[config.mk]
export PLATFORM = sky130hd
export DESIGN_NAME = ysyx_lsu_flat
export DESIGN_NICKNAME = d
export VERILOG_FILES = /design/src/rtl/ysyx_lsu_pkg.sv /design/src/rtl/ysyx_lsu_if.sv /design/src/rtl/ysyx_lsu_align.sv /design/src/rtl/ysyx_lsu.sv /design/src/flat_wrapper.sv
export SDC_FILE = /design/constraint.sdc
export NUM_CORES = 1
export LEC_CHECK = 0
export BUFFER_PORTS_ARGS = -buffer_cell sky130_fd_sc_hd__clkbuf_2
export CORE_UTILIZATION = 30
export DETAILED_ROUTE_END_ITERATION = 16
export PLACE_DENSITY = 0.64
export SLEW_MARGIN = 20
export SYNTH_ARGS = -nofsm -noshare
export SYNTH_HDL_FRONTEND = slang
export SYNTH_SLANG_ARGS = --single-unit
[constraint.sdc]
create_clock -name clk -period 2.04 [get_ports clk]
set_input_delay 0.102 -clock clk [delete_from_list [all_inputs] [get_ports clk]]
set_output_delay 0.102 -clock clk [all_outputs]
set_load 0.05 [all_outputs]
[src/rtl/ysyx_lsu_pkg.sv]
// Shared LSU definitions: data width, timeout default, FSM states and func3 size codes.
package ysyx_lsu_pkg;

  localparam int YSYX_W_WIDTH     = 32;
  localparam int YSYX_LSU_TIMEOUT = 255;

  typedef enum logic [1:0] {
    LSU_IDLE = 2'd0,
    LSU_REQ  = 2'd1,
    LSU_DONE = 2'd2
  } lsu_state_e;

  // func3 encodings; bit 2 selects zero extension, bits 1:0 the access size.
  localparam logic [2:0] F3_B  = 3'b000;
  localparam logic [2:0] F3_H  = 3'b001;
  localparam logic [2:0] F3_W  = 3'b010;
  localparam logic [2:0] F3_BU = 3'b100;
  localparam logic [2:0] F3_HU = 3'b101;

  // Halfwords need an even address, words a 4-byte aligned one.
  function automatic logic is_misaligned(input logic [2:0] func3, input logic [1:0] offset);
    logic mis;
    mis = 1'b0;
    case (func3[1:0])
      2'b01:   mis = offset[0];
      2'b10:   mis = (offset != 2'b00);
      default: mis = 1'b0;
    endcase
    return mis;
  endfunction

endpackage

[src/rtl/ysyx_lsu_if.sv]
// Memory-side bus of the LSU.
// Handshake: the master raises bus_valid_o with all request fields and holds them
// stable until it samples bus_ready_i high on a rising edge; bus_rdata_i and bus_err_i
// are valid in that same cycle. The master may drop bus_valid_o without ready only on
// timeout or reset, and the slave must tolerate that.
interface ysyx_lsu_if import ysyx_lsu_pkg::*; #(
  parameter int BIT_W = YSYX_W_WIDTH
);
  logic               bus_valid_o;
  logic               bus_we_o;
  logic [BIT_W-1:0]   bus_addr_o;
  logic [BIT_W-1:0]   bus_wdata_o;
  logic [BIT_W/8-1:0] bus_wstrb_o;
  logic               bus_ready_i;
  logic [BIT_W-1:0]   bus_rdata_i;
  logic               bus_err_i;

  modport master (
    output bus_valid_o, bus_we_o, bus_addr_o, bus_wdata_o, bus_wstrb_o,
    input  bus_ready_i, bus_rdata_i, bus_err_i
  );

  modport slave (
    input  bus_valid_o, bus_we_o, bus_addr_o, bus_wdata_o, bus_wstrb_o,
    output bus_ready_i, bus_rdata_i, bus_err_i
  );
endinterface

[src/rtl/ysyx_lsu_align.sv]
// Load extraction: shift the selected bytes down to bit 0 and extend per func3.
module ysyx_lsu_align import ysyx_lsu_pkg::*; #(
  parameter int BIT_W = YSYX_W_WIDTH
) (
  input  logic [BIT_W-1:0] word,
  input  logic [1:0]       offset,
  input  logic [2:0]       func3,
  output logic [BIT_W-1:0] data
);

  logic [BIT_W-1:0] shifted;

  // Right-justify the addressed lane, then sign or zero extend by size.
  always_comb begin
    shifted = word >> {offset, 3'b000};
    data    = shifted;
    case (func3[1:0])
      2'b00:   data = {{(BIT_W-8){~func3[2] & shifted[7]}}, shifted[7:0]};
      2'b01:   data = {{(BIT_W-16){~func3[2] & shifted[15]}}, shifted[15:0]};
      default: data = shifted;
    endcase
  end

endmodule

[src/rtl/ysyx_lsu.sv]
// Load/store unit: one outstanding EXU request, IDLE -> REQ -> DONE -> IDLE,
// with byte-lane steering, misalignment rejection and a bus wait timeout.
module ysyx_lsu import ysyx_lsu_pkg::*; #(
  parameter int BIT_W   = YSYX_W_WIDTH,
  parameter int TIMEOUT = YSYX_LSU_TIMEOUT
) (
  input  logic             clk,
  input  logic             rst,
  input  logic             lsu_avalid,
  input  logic [BIT_W-1:0] lsu_addr,
  input  logic [BIT_W-1:0] lsu_wdata,
  input  logic             lsu_ren,
  input  logic             lsu_wen,
  input  logic [2:0]       lsu_func3,
  output logic [BIT_W-1:0] lsu_rdata_o,
  output logic             lsu_rvalid_o,
  output logic             lsu_wready_o,
  output logic             lsu_err_o,
  output lsu_state_e       dbg_state,
  ysyx_lsu_if.master       bus
);

  localparam int SW    = BIT_W / 8;
  localparam int CNT_W = $clog2(TIMEOUT + 1);

  lsu_state_e       state;
  lsu_state_e       state_next;
  logic [BIT_W-1:0] addr_q;
  logic [BIT_W-1:0] wdata_q;
  logic [2:0]       func3_q;
  logic             we_q;
  logic             err_q;
  logic [BIT_W-1:0] rdata_q;
  logic [CNT_W-1:0] cnt;
  logic [BIT_W-1:0] align_data;
  logic             accept;
  logic             misaligned;
  logic             timeout_hit;

  assign accept      = lsu_avalid & (lsu_ren | lsu_wen);
  assign misaligned  = is_misaligned(lsu_func3, lsu_addr[1:0]);
  assign timeout_hit = (cnt == CNT_W'(TIMEOUT - 1));

  ysyx_lsu_align #(.BIT_W(BIT_W)) u_align (
    .word   (bus.bus_rdata_i),
    .offset (addr_q[1:0]),
    .func3  (func3_q),
    .data   (align_data)
  );

  // State register.
  always_ff @(posedge clk) begin
    if (!rst) state <= LSU_IDLE;
    else      state <= state_next;
  end

  // Next-state: misaligned requests skip the bus; ready beats the timeout.
  always_comb begin
    state_next = state;
    case (state)
      LSU_IDLE: if (accept) state_next = misaligned ? LSU_DONE : LSU_REQ;
      LSU_REQ:  if (bus.bus_ready_i || timeout_hit) state_next = LSU_DONE;
      LSU_DONE: state_next = LSU_IDLE;
      default:  state_next = LSU_IDLE;
    endcase
  end

  // Request latch, wait counter and response capture.
  always_ff @(posedge clk) begin
    if (!rst) begin
      addr_q  <= '0;
      wdata_q <= '0;
      func3_q <= '0;
      we_q    <= 1'b0;
      err_q   <= 1'b0;
      rdata_q <= '0;
      cnt     <= '0;
    end else begin
      cnt <= '0;
      case (state)
        LSU_IDLE: begin
          if (accept) begin
            addr_q  <= lsu_addr;
            wdata_q <= lsu_wdata;
            func3_q <= lsu_func3;
            we_q    <= lsu_wen;
            err_q   <= misaligned;
            if (misaligned) rdata_q <= '0;
          end
        end
        LSU_REQ: begin
          if (bus.bus_ready_i) begin
            err_q   <= bus.bus_err_i;
            rdata_q <= we_q ? '0 : align_data;
          end else if (timeout_hit) begin
            err_q   <= 1'b1;
            rdata_q <= '0;
          end else begin
            cnt <= cnt + 1'b1;
          end
        end
        default: ;
      endcase
    end
  end

  // Outputs: bus fields come straight from the latched request so they stay stable in REQ.
  always_comb begin
    bus.bus_valid_o = (state == LSU_REQ);
    bus.bus_we_o    = we_q;
    bus.bus_addr_o  = {addr_q[BIT_W-1:2], 2'b00};
    bus.bus_wdata_o = wdata_q << {addr_q[1:0], 3'b000};
    case (func3_q[1:0])
      2'b00:   bus.bus_wstrb_o = SW'(1) << addr_q[1:0];
      2'b01:   bus.bus_wstrb_o = SW'(3) << addr_q[1:0];
      default: bus.bus_wstrb_o = '1;
    endcase
    lsu_rvalid_o = (state == LSU_DONE) & ~we_q;
    lsu_wready_o = (state == LSU_DONE) & we_q;
    lsu_err_o    = (state == LSU_DONE) & err_q;
    lsu_rdata_o  = rdata_q;
    dbg_state    = state;
  end

endmodule

[src/flat_wrapper.sv]
// flat-port wrapper written by rule: the top's interface ports become plain ports
module ysyx_lsu_flat import ysyx_lsu_pkg::*;
#(
  parameter int BIT_W   = YSYX_W_WIDTH,
  parameter int TIMEOUT = YSYX_LSU_TIMEOUT
)
  (clk, rst, lsu_avalid, lsu_addr, lsu_wdata, lsu_ren, lsu_wen, lsu_func3, lsu_rdata_o, lsu_rvalid_o, lsu_wready_o, lsu_err_o, dbg_state, bus_bus_valid_o, bus_bus_we_o, bus_bus_addr_o, bus_bus_wdata_o, bus_bus_wstrb_o, bus_bus_ready_i, bus_bus_rdata_i, bus_bus_err_i);
  ysyx_lsu_if #(.BIT_W(BIT_W)) bus_i ();
  input  logic clk;
  input  logic rst;
  input  logic lsu_avalid;
  input  logic [BIT_W-1:0] lsu_addr;
  input  logic [BIT_W-1:0] lsu_wdata;
  input  logic lsu_ren;
  input  logic lsu_wen;
  input  logic [2:0] lsu_func3;
  output logic [BIT_W-1:0] lsu_rdata_o;
  output logic lsu_rvalid_o;
  output logic lsu_wready_o;
  output logic lsu_err_o;
  output lsu_state_e dbg_state;
  output wire logic [$bits(bus_i.bus_valid_o)-1:0] bus_bus_valid_o;
  output wire logic [$bits(bus_i.bus_we_o)-1:0] bus_bus_we_o;
  output wire logic [$bits(bus_i.bus_addr_o)-1:0] bus_bus_addr_o;
  output wire logic [$bits(bus_i.bus_wdata_o)-1:0] bus_bus_wdata_o;
  output wire logic [$bits(bus_i.bus_wstrb_o)-1:0] bus_bus_wstrb_o;
  input wire logic [$bits(bus_i.bus_ready_i)-1:0] bus_bus_ready_i;
  input wire logic [$bits(bus_i.bus_rdata_i)-1:0] bus_bus_rdata_i;
  input wire logic [$bits(bus_i.bus_err_i)-1:0] bus_bus_err_i;
  assign bus_bus_valid_o = bus_i.bus_valid_o;
  assign bus_bus_we_o = bus_i.bus_we_o;
  assign bus_bus_addr_o = bus_i.bus_addr_o;
  assign bus_bus_wdata_o = bus_i.bus_wdata_o;
  assign bus_bus_wstrb_o = bus_i.bus_wstrb_o;
  assign bus_i.bus_ready_i = bus_bus_ready_i;
  assign bus_i.bus_rdata_i = bus_bus_rdata_i;
  assign bus_i.bus_err_i = bus_bus_err_i;
  ysyx_lsu #(.BIT_W(BIT_W), .TIMEOUT(TIMEOUT)) u_core (.clk(clk), .rst(rst), .lsu_avalid(lsu_avalid), .lsu_addr(lsu_addr), .lsu_wdata(lsu_wdata), .lsu_ren(lsu_ren), .lsu_wen(lsu_wen), .lsu_func3(lsu_func3), .lsu_rdata_o(lsu_rdata_o), .lsu_rvalid_o(lsu_rvalid_o), .lsu_wready_o(lsu_wready_o), .lsu_err_o(lsu_err_o), .dbg_state(dbg_state), .bus(bus_i));
endmodule
==> metrics, run 1 <==
WP buf/inv=2; post-CTS setup buffers=0; reg2reg end=u_core.lsu_rdata_o[14]; CP startpoint=u_core.addr_q[0]; Syn Area/Cell=slightly above 8 µm²; number of H-tree levels=3; fmax=0.512 GHz; clock skew=between 0.01 and 0.015 ns; Mapped Area=0.00539 mm²; die area=0.0185 mm²; Async SR Flop Fraction=0%; Post-DP HPWL=11.6 mm; via count=5476; CP Max Fanout=32; routability cong.=0.850; post-synthesis cell type count=50; slew margin rel.=61.9%; commonest cells after routing, fill and taps aside=205 x clkbuf_2, 171 x nand2_1, 108 x dfxtp_1; Finished Core Util=42.9%; shortest period the worst path allows=1.95 ns; Detailed Routing Iterations Pass 1=5; DIE HEIGHT=136 µm; total CTS buffers=9; Hold Crit Class=input pin to flop; initial core utilization=30.9%; synthesized flop and latch total=111; drt wl/cell=~15 µm; ranking of synthesized cells by area=dfxtp_1 41%, nand2_1 12%, a21oi_1 7.6%, mux2i_1 5.9%, buf_4 4.9%; Post-synth EDFFs=0; GR Overflow Total=0; Yosys top cell area share=41.2%; FF-to-FF Start=u_core.addr_q[1]; status=finished clean; Tot GR Track Use=a little under a fifth; final-report hold violation count=0; IO Pins=213; Pleak=3.27 nW; Sinks on Clock Net=between 100 and 150; Skew-Pair Late Insertion Delay=approximately 0.35 ns; Mapped Cells=660; sequential fraction of the synthesis area=41.2%; root buf cell=clkbuf_16; worst setup path class=flop to output pin; Residual DRC=0; Clock Path Buffers=2; CP required=1.94 ns; CP cell instances=buf_4, mux2i_1, nor2_1, clkbuf_2; crit path capture type=output pin; post-synthesis mux area share=6.78%; Final period util=95.8%; main combinational cell family by area after synthesis=compound AO/OA/AOI/OAI gates; RSZ-0062 raised after global routing=true; worst ir drop on vdd=0.384 mV; crit path to=bus_bus_wdata_o[14]; Synth Flop Type=dfxtp_1; post-synthesis xor/xnor area fraction=0.975%; # port buffers=210; YS warnings=0; Max-cap violations=0; compound-cell area share of the yosys netlist=21.5%; R2R depth=4; vias per cell=4.93; final wirelength=17.0 mm; Die Span X=136 µm; clock slew at reported path FFs=0.08 ns; Routed Antenna Nets=0; Filler cells=around 1.8k; post-synthesis simple-gate area fraction=between 10% and 20%; Iter 0 DRT Violations=234; vias in the first global route=5268; share of post-route cells with drive strength above 1=roughly 30%; kind of cell adding the most delay to the critical path=buffers and inverters; initial antenna violation count=0; Pwr Density=814 mW/mm²; Max Transition Viols Final=0; cell accounting for the most synthesized area=dfxtp_1; Max stage delay on crit path=0.53 ns; Core Region=around 0.017 mm²; nets=990; first-pass GRT wire length=about 27 mm; Slew @ Worst Pin=between 0.5 and 0.6 ns; Hold Slack=0.0117 ns; Synth Area in Adders=0.929%; CP Launch Type=flop; Slowest-stage cell, CP=dfxtp_2; critical path depth in cells=4; CTS tree=done; largest net degree at the start of global routing=71; Arr. time, crit path=1.85 ns; row cnt=48; # setup viols final=0; most common cell after layout, fill and taps aside=clkbuf_2; Reg2Reg Setup Slack=0.28 ns; Layout area overhead=38.5%
## cell usage after synthesis, drive strengths merged, types with 2 or more instances
library cell,instances
nor3,2
mux2,2
mux2i,32
and3,3
nand3,5
or2,2
clkbuf,25
a32o,7
nand2,171
a2bb2oi,7
inv,7
and2,8
buf,57
nor2b,18
a21oi,82
a22o,25
nand2b,2
nor2,20
ha,4
xnor2,3
dfxtp,111
a211oi,9
o21ai,29
xor2,3
nor3b,2
a211o,7
nand4,2
## report_power, final
part	internal [mW]	switching, mW
clock	0.956	0.842
sequential	2.32	0.118
combinational	0.604	1.24
## kinds of logic after synthesis
kind of cell / Yosys count
AO/OA/AOI/OAI: 176
flip-flops: 111
XOR/XNOR: 6
adder cells (fa/ha/maj): 4
other: 1
buffers and inverters: 89
multiplexers: 35
AND/OR/NAND/NOR: 238
## repair_timing
action | in CTS | in global routing
setup endpoints to repair | 1 | 12
endpoints found under the hold margin | 62 | 0
gates resized for setup | 1 | 0
cloned | 1 | 0
hold buffers | 62 | 0
## final cells by class
class                   count  area (µm²)  share of cell area (%)
diodes                      1        2.50                  0.0335
clock buffers              11         233                    3.12
clock inverters             5        58.8                   0.788
inverters                   7        26.3                   0.352
multi-input cells         461        2680                    35.9
flip-flops and latches    111        2230                    29.9
well taps                 225         282                    3.77
repair buffers            290        1960                    26.2
## state kept, by name (all words and copies together), names as in the netlist
signal               count
u_core.bus.bus_we_o      1
u_core.dbg_state         2
u_core.err_q             1
u_core.cnt               8
u_core.wdata_q          32
u_core.addr_q           32
u_core.func3_q           3
u_core.lsu_rdata_o      32
## per-stage QoR
step	cells	power (mW)	setup TNS (ns)	setup slack, ns	area, µm²
global route	1110	6.34	-0.148	-0.0198	7460
CTS	1110	6.14	0	0.0539	7460
floorplan	661	3.76	0	0.0509	5400
finish	1111	6.08	0	0.0861	7460
global placement	1031	4.21	0	0.303	6510
detailed placement	1031	4.22	0	0.262	6510
## routing by layer
metal  routed length [µm]  track usage (%)  vias up
li1                     -                -     2659
met1                 7230             22.2     2547
met2                 7990             30.9      242
met3                 1360             4.06       28
met4                  422             7.53        0
met5                    0                0        -
## tightest hold or removal path, delay by kind of cell
family | cells | cell delay (ns)
buffers and inverters | 1 | 0.08
AO/OA/AOI/OAI | 1 | 0.07
AND/OR/NAND/NOR | 1 | 0.06
## worst min-delay path by stage
| stage | startpoint | endpoint | cells past startpoint |
|---|---|---|---|
| final | lsu_wdata[26] | u_core.wdata_q[26] | 3 |
| after global routing | lsu_func3[1] | u_core.func3_q[1] | 3 |
| after CTS | lsu_wdata[26] | u_core.wdata_q[26] | 3 |
| after detailed placement | lsu_addr[13] | u_core.addr_q[13] | 3 |
| after global placement | lsu_addr[19] | u_core.addr_q[19] | 3 |
| after floorplan | lsu_wdata[24] | u_core.wdata_q[24] | 2 |
No activity file was read; power rests on OpenSTA's default activity.
==> inputs of run 2 (changes only) <==
- ABC_AREA: unset -> 1
- PLACE_DENSITY: 0.64 -> unset
- PLACE_DENSITY_LB_ADDON: unset -> 0.3
- SYNTH_HIERARCHICAL: unset -> 1
==> run 2 against run 1 <==
  * Fmax increased by 2.4%
  * Count of clock-buffer cells in the layout decreased by 1
  * Critical path depth increased by 3
  * Global-route usage about the same
  * Synthesized cell count increased by 34%
  * Largest cell class unchanged
  * Sequential share of layout area decreased by 1.5 points
==> metrics, run 2 <==
row cnt=51 (+6.3%); Routed Antenna Nets=0 (unchanged); CP Launch Type=flop; Skew-Pair Late Insertion Delay=0.36 ns (about the same); Post-synth EDFFs=0 (unchanged); Post-DP HPWL=13.3 mm (+15%); R2R depth=9 (+5); Hold Crit Class=input pin to flop; ranking of synthesized cells by area=dfxtp_1 37%, nand2_1 16%, nor2_1 7.0%, a21oi_1 7.0%, o21ai_0 4.6%; Mapped Cells=883 (+34%); initial antenna violation count=0 (unchanged); Clock Path Buffers=2 (unchanged); post-synthesis cell type count=31 (-38%); CP cell instances=buf_12, inv_1, nor2_2, buf_4, a22oi_1, o21ai_1, clkbuf_2; worst setup path class=flop to output pin; RSZ-0062 raised after global routing=true; Max stage delay on crit path=0.42 ns (-0.11 ns); most common cell after layout, fill and taps aside=nand2_1; final-report hold violation count=0 (unchanged); Synth Flop Type=dfxtp_1; Async SR Flop Fraction=0% (unchanged); final std cells w/o fill=1347 (+21%); root buf cell=clkbuf_16; worst ir drop on vdd=0.558 mV (+45%); Syn Area/Cell=6.73 µm² (-18%); Sinks on Clock Net=111 (unchanged); Slowest-stage cell, CP=dfxtp_2; Core Region=0.0195 mm² (+12%); Die Span X=143 µm (+4.9%); Residual DRC=0 (unchanged); Filler cells=2109 (+20%); Max Transition Viols Final=0 (unchanged); reg2reg end=u_core/lsu_rdata_o[31]; Tot GR Track Use=18.3% (+0.029 points); clock slew at reported path FFs=0.08 ns (about the same); crit path to=bus_bus_wdata_o[28]; share of post-route cells with drive strength above 1=26.3% (-3.3 points); vias per cell=4.63 (-6.1%); # port buffers=210 (unchanged); post-synthesis simple-gate area fraction=33.6% (+15 points); cell accounting for the most synthesized area=dfxtp_1; vias in the first global route=5780 (+9.7%); Reg2Reg Setup Slack=0.24 ns (-0.04 ns); YS warnings=6 (+6); Synth Area in Adders=0.843% (-0.086 points); Yosys top cell area share=37.4% (-3.8 points); crit path capture type=output pin; Iter 0 DRT Violations=326 (+39%); CP startpoint=u_core/addr_q[0]; status=finished clean; WP buf/inv=4 (+2); Final period util=93.5% (-2.3 points); kind of cell adding the most delay to the critical path=buffers and inverters; final instance area=0.00785 mm² (+5.2%); largest net degree at the start of global routing=49 (-31%); commonest cells after routing, fill and taps aside=254 x nand2_1, 194 x clkbuf_2, 110 x dfxtp_1; total CTS buffers=9 (unchanged); initial core utilization=30.5% (-0.43 points); post-CTS setup buffers=0 (unchanged); Max-cap violations=0 (unchanged); Arr. time, crit path=1.81 ns (-0.04 ns); Pwr Density=1130 mW/mm² (+39%); Detailed Routing Iterations Pass 1=5 (unchanged); Pleak=3.64 nW (+11%); DIE HEIGHT=143 µm (+4.9%); commonest cells in the synthesized netlist=254 x nand2_1, 111 x dfxtp_1, 111 x nor2_1; CP required=1.94 ns (about the same); Mapped Area=0.00594 mm² (+10%); final wirelength=18.6 mm (+9.4%); most instantiated library cell after synthesis=nand2_1; Placed Cells=1291 (+25%); shortest period the worst path allows=1.91 ns (-0.0461 ns); # setup viols final=0 (unchanged); via count=6237 (+14%); synthesized flop and latch total=111 (unchanged); CP Max Fanout=20 (-38%); sequential fraction of the synthesis area=37.4% (-3.8 points); post-synthesis xor/xnor area fraction=0.737% (-0.24 points); compound-cell area share of the yosys netlist=14.1% (-7.4 points); die area=0.0204 mm² (+10%); ant diodes=0 (-1); clock skew=0.0109 ns (-0.0000981 ns); GR Overflow Total=0 (unchanged); FF-to-FF Start=u_core/addr_q[1]; DP Area=0.00713 mm² (+9.5%); main combinational cell family by area after synthesis=simple AND/OR/NAND/NOR gates; number of H-tree levels=3 (unchanged); routability cong.=0.910 (+7.0%); Layout area overhead=32.2%; nets=1187 (+20%); fmax=0.524 GHz (+2.4%); first-pass GRT wire length=29.0 mm (+8.9%); drt wl/cell=13.8 µm (-9.8%); IO Pins=213 (unchanged); critical path depth in cells=7 (+3); CTS tree=done; post-synthesis mux area share=0% (-6.8 points)
run 2: cell types whose count changed after synthesis, moves of 23 or more:
cell,before,now
nand4_1,1,32
nand2_1,171,254
o21ai_0,27,54
a22o_1,25,0
mux2i_1,32,0
inv_1,5,55
nor2_1,20,111
nand3_1,5,28
run 2: per-layer routing:
layer / track usage (%) / part of all wire [%] / routed length [µm]
met2: 30.8 / 48 / 8840
met4: 4.75 / 0.94 / 174
met3: 5.26 / 7.2 / 1340
met5: 0 / 0 / 0
met1: 22.7 / 44 / 8250
run 2: logic make-up after synthesis:
group                      count (synthesis)
and+or+nand+nor                          457
AOI/OAI and AO/OA                        156
buffers and inverters                    149
DFF                                      111
xor gates and xnor gates                   5
adders and majority gates                  4
other                                      1
run 2: how the worst min path moves through the flow:
| stage | start | endpoint | slack (ns) | cells after the start |
|---|---|---|---|---|
| 6_report | lsu_wdata[8] | u_core/wdata_q[8] | 0.02 | 3 |
| 5_1_grt | lsu_wdata[6] | u_core/wdata_q[6] | 0.005 | 3 |
| 4_1_cts | lsu_wdata[11] | u_core/wdata_q[11] | 0.0008 | 3 |
| 3_5_place_dp | lsu_addr[14] | u_core/addr_q[14] | 0.34 | 3 |
| 3_3_place_gp | lsu_addr[22] | u_core/addr_q[22] | 0.33 | 3 |
| 2_1_floorplan | lsu_addr[22] | u_core/addr_q[22] | 0.25 | 2 |
run 2: layout make-up:
cell class              instances  area, µm²  area share, %
clock inverters                 6       62.6          0.797
flip-flops and latches        111       2220           28.3
well taps                     265        332           4.22
repair buffers                273       1830           23.3
clock buffers                  10        229           2.92
multi-input cells             624       2960           37.7
inverters                      58        218           2.77
run 2: what timing repair did:
| item | CTS | global route |
|---|---|---|
| pin swaps | 0 | 0 |
| endpoints found under the setup margin | 9 | 3 |
| hold endpoints to repair | 40 | 0 |
| hold buffers | 40 | 0 |
| resized for setup | 9 | 3 |
run 2: through the flow:
| step | total power [mW] | hold WS, ns | util [%] | TNS [ns] | worst slack (ns) |
|---|---|---|---|---|---|
| 6_report | 8.86 | 0.0194 | 40.4 | 0 | 0.132 |
| 5_1_grt | 9.43 | 0.00457 | 40.4 | -0.0126 | -0.00558 |
| 4_1_cts | 8.96 | 0.000776 | 40.3 | 0 | 0.0515 |
| 3_5_place_dp | 7.08 | 0.338 | 36.7 | 0 | 0.161 |
| 3_3_place_gp | 7.06 | 0.331 | 36.7 | 0 | 0.140 |
| 2_1_floorplan | 6.02 | 0.246 | - | -0.0351 | -0.0175 |
run 2: power by group:
group,total [mW],internal (mW),switching (mW)
logic,4.37,1.24,3.13
clock network,1.76,0.863,0.897
registers,2.73,2.53,0.205
run 2: worst reg2reg max path, delay by kind of cell, from the launching register on:
kind | cells | cell delay, ns
DFF | 1 | 0.40
buffers and inverters | 1 | 0.29
and+or+nand+nor | 8 | 1.05
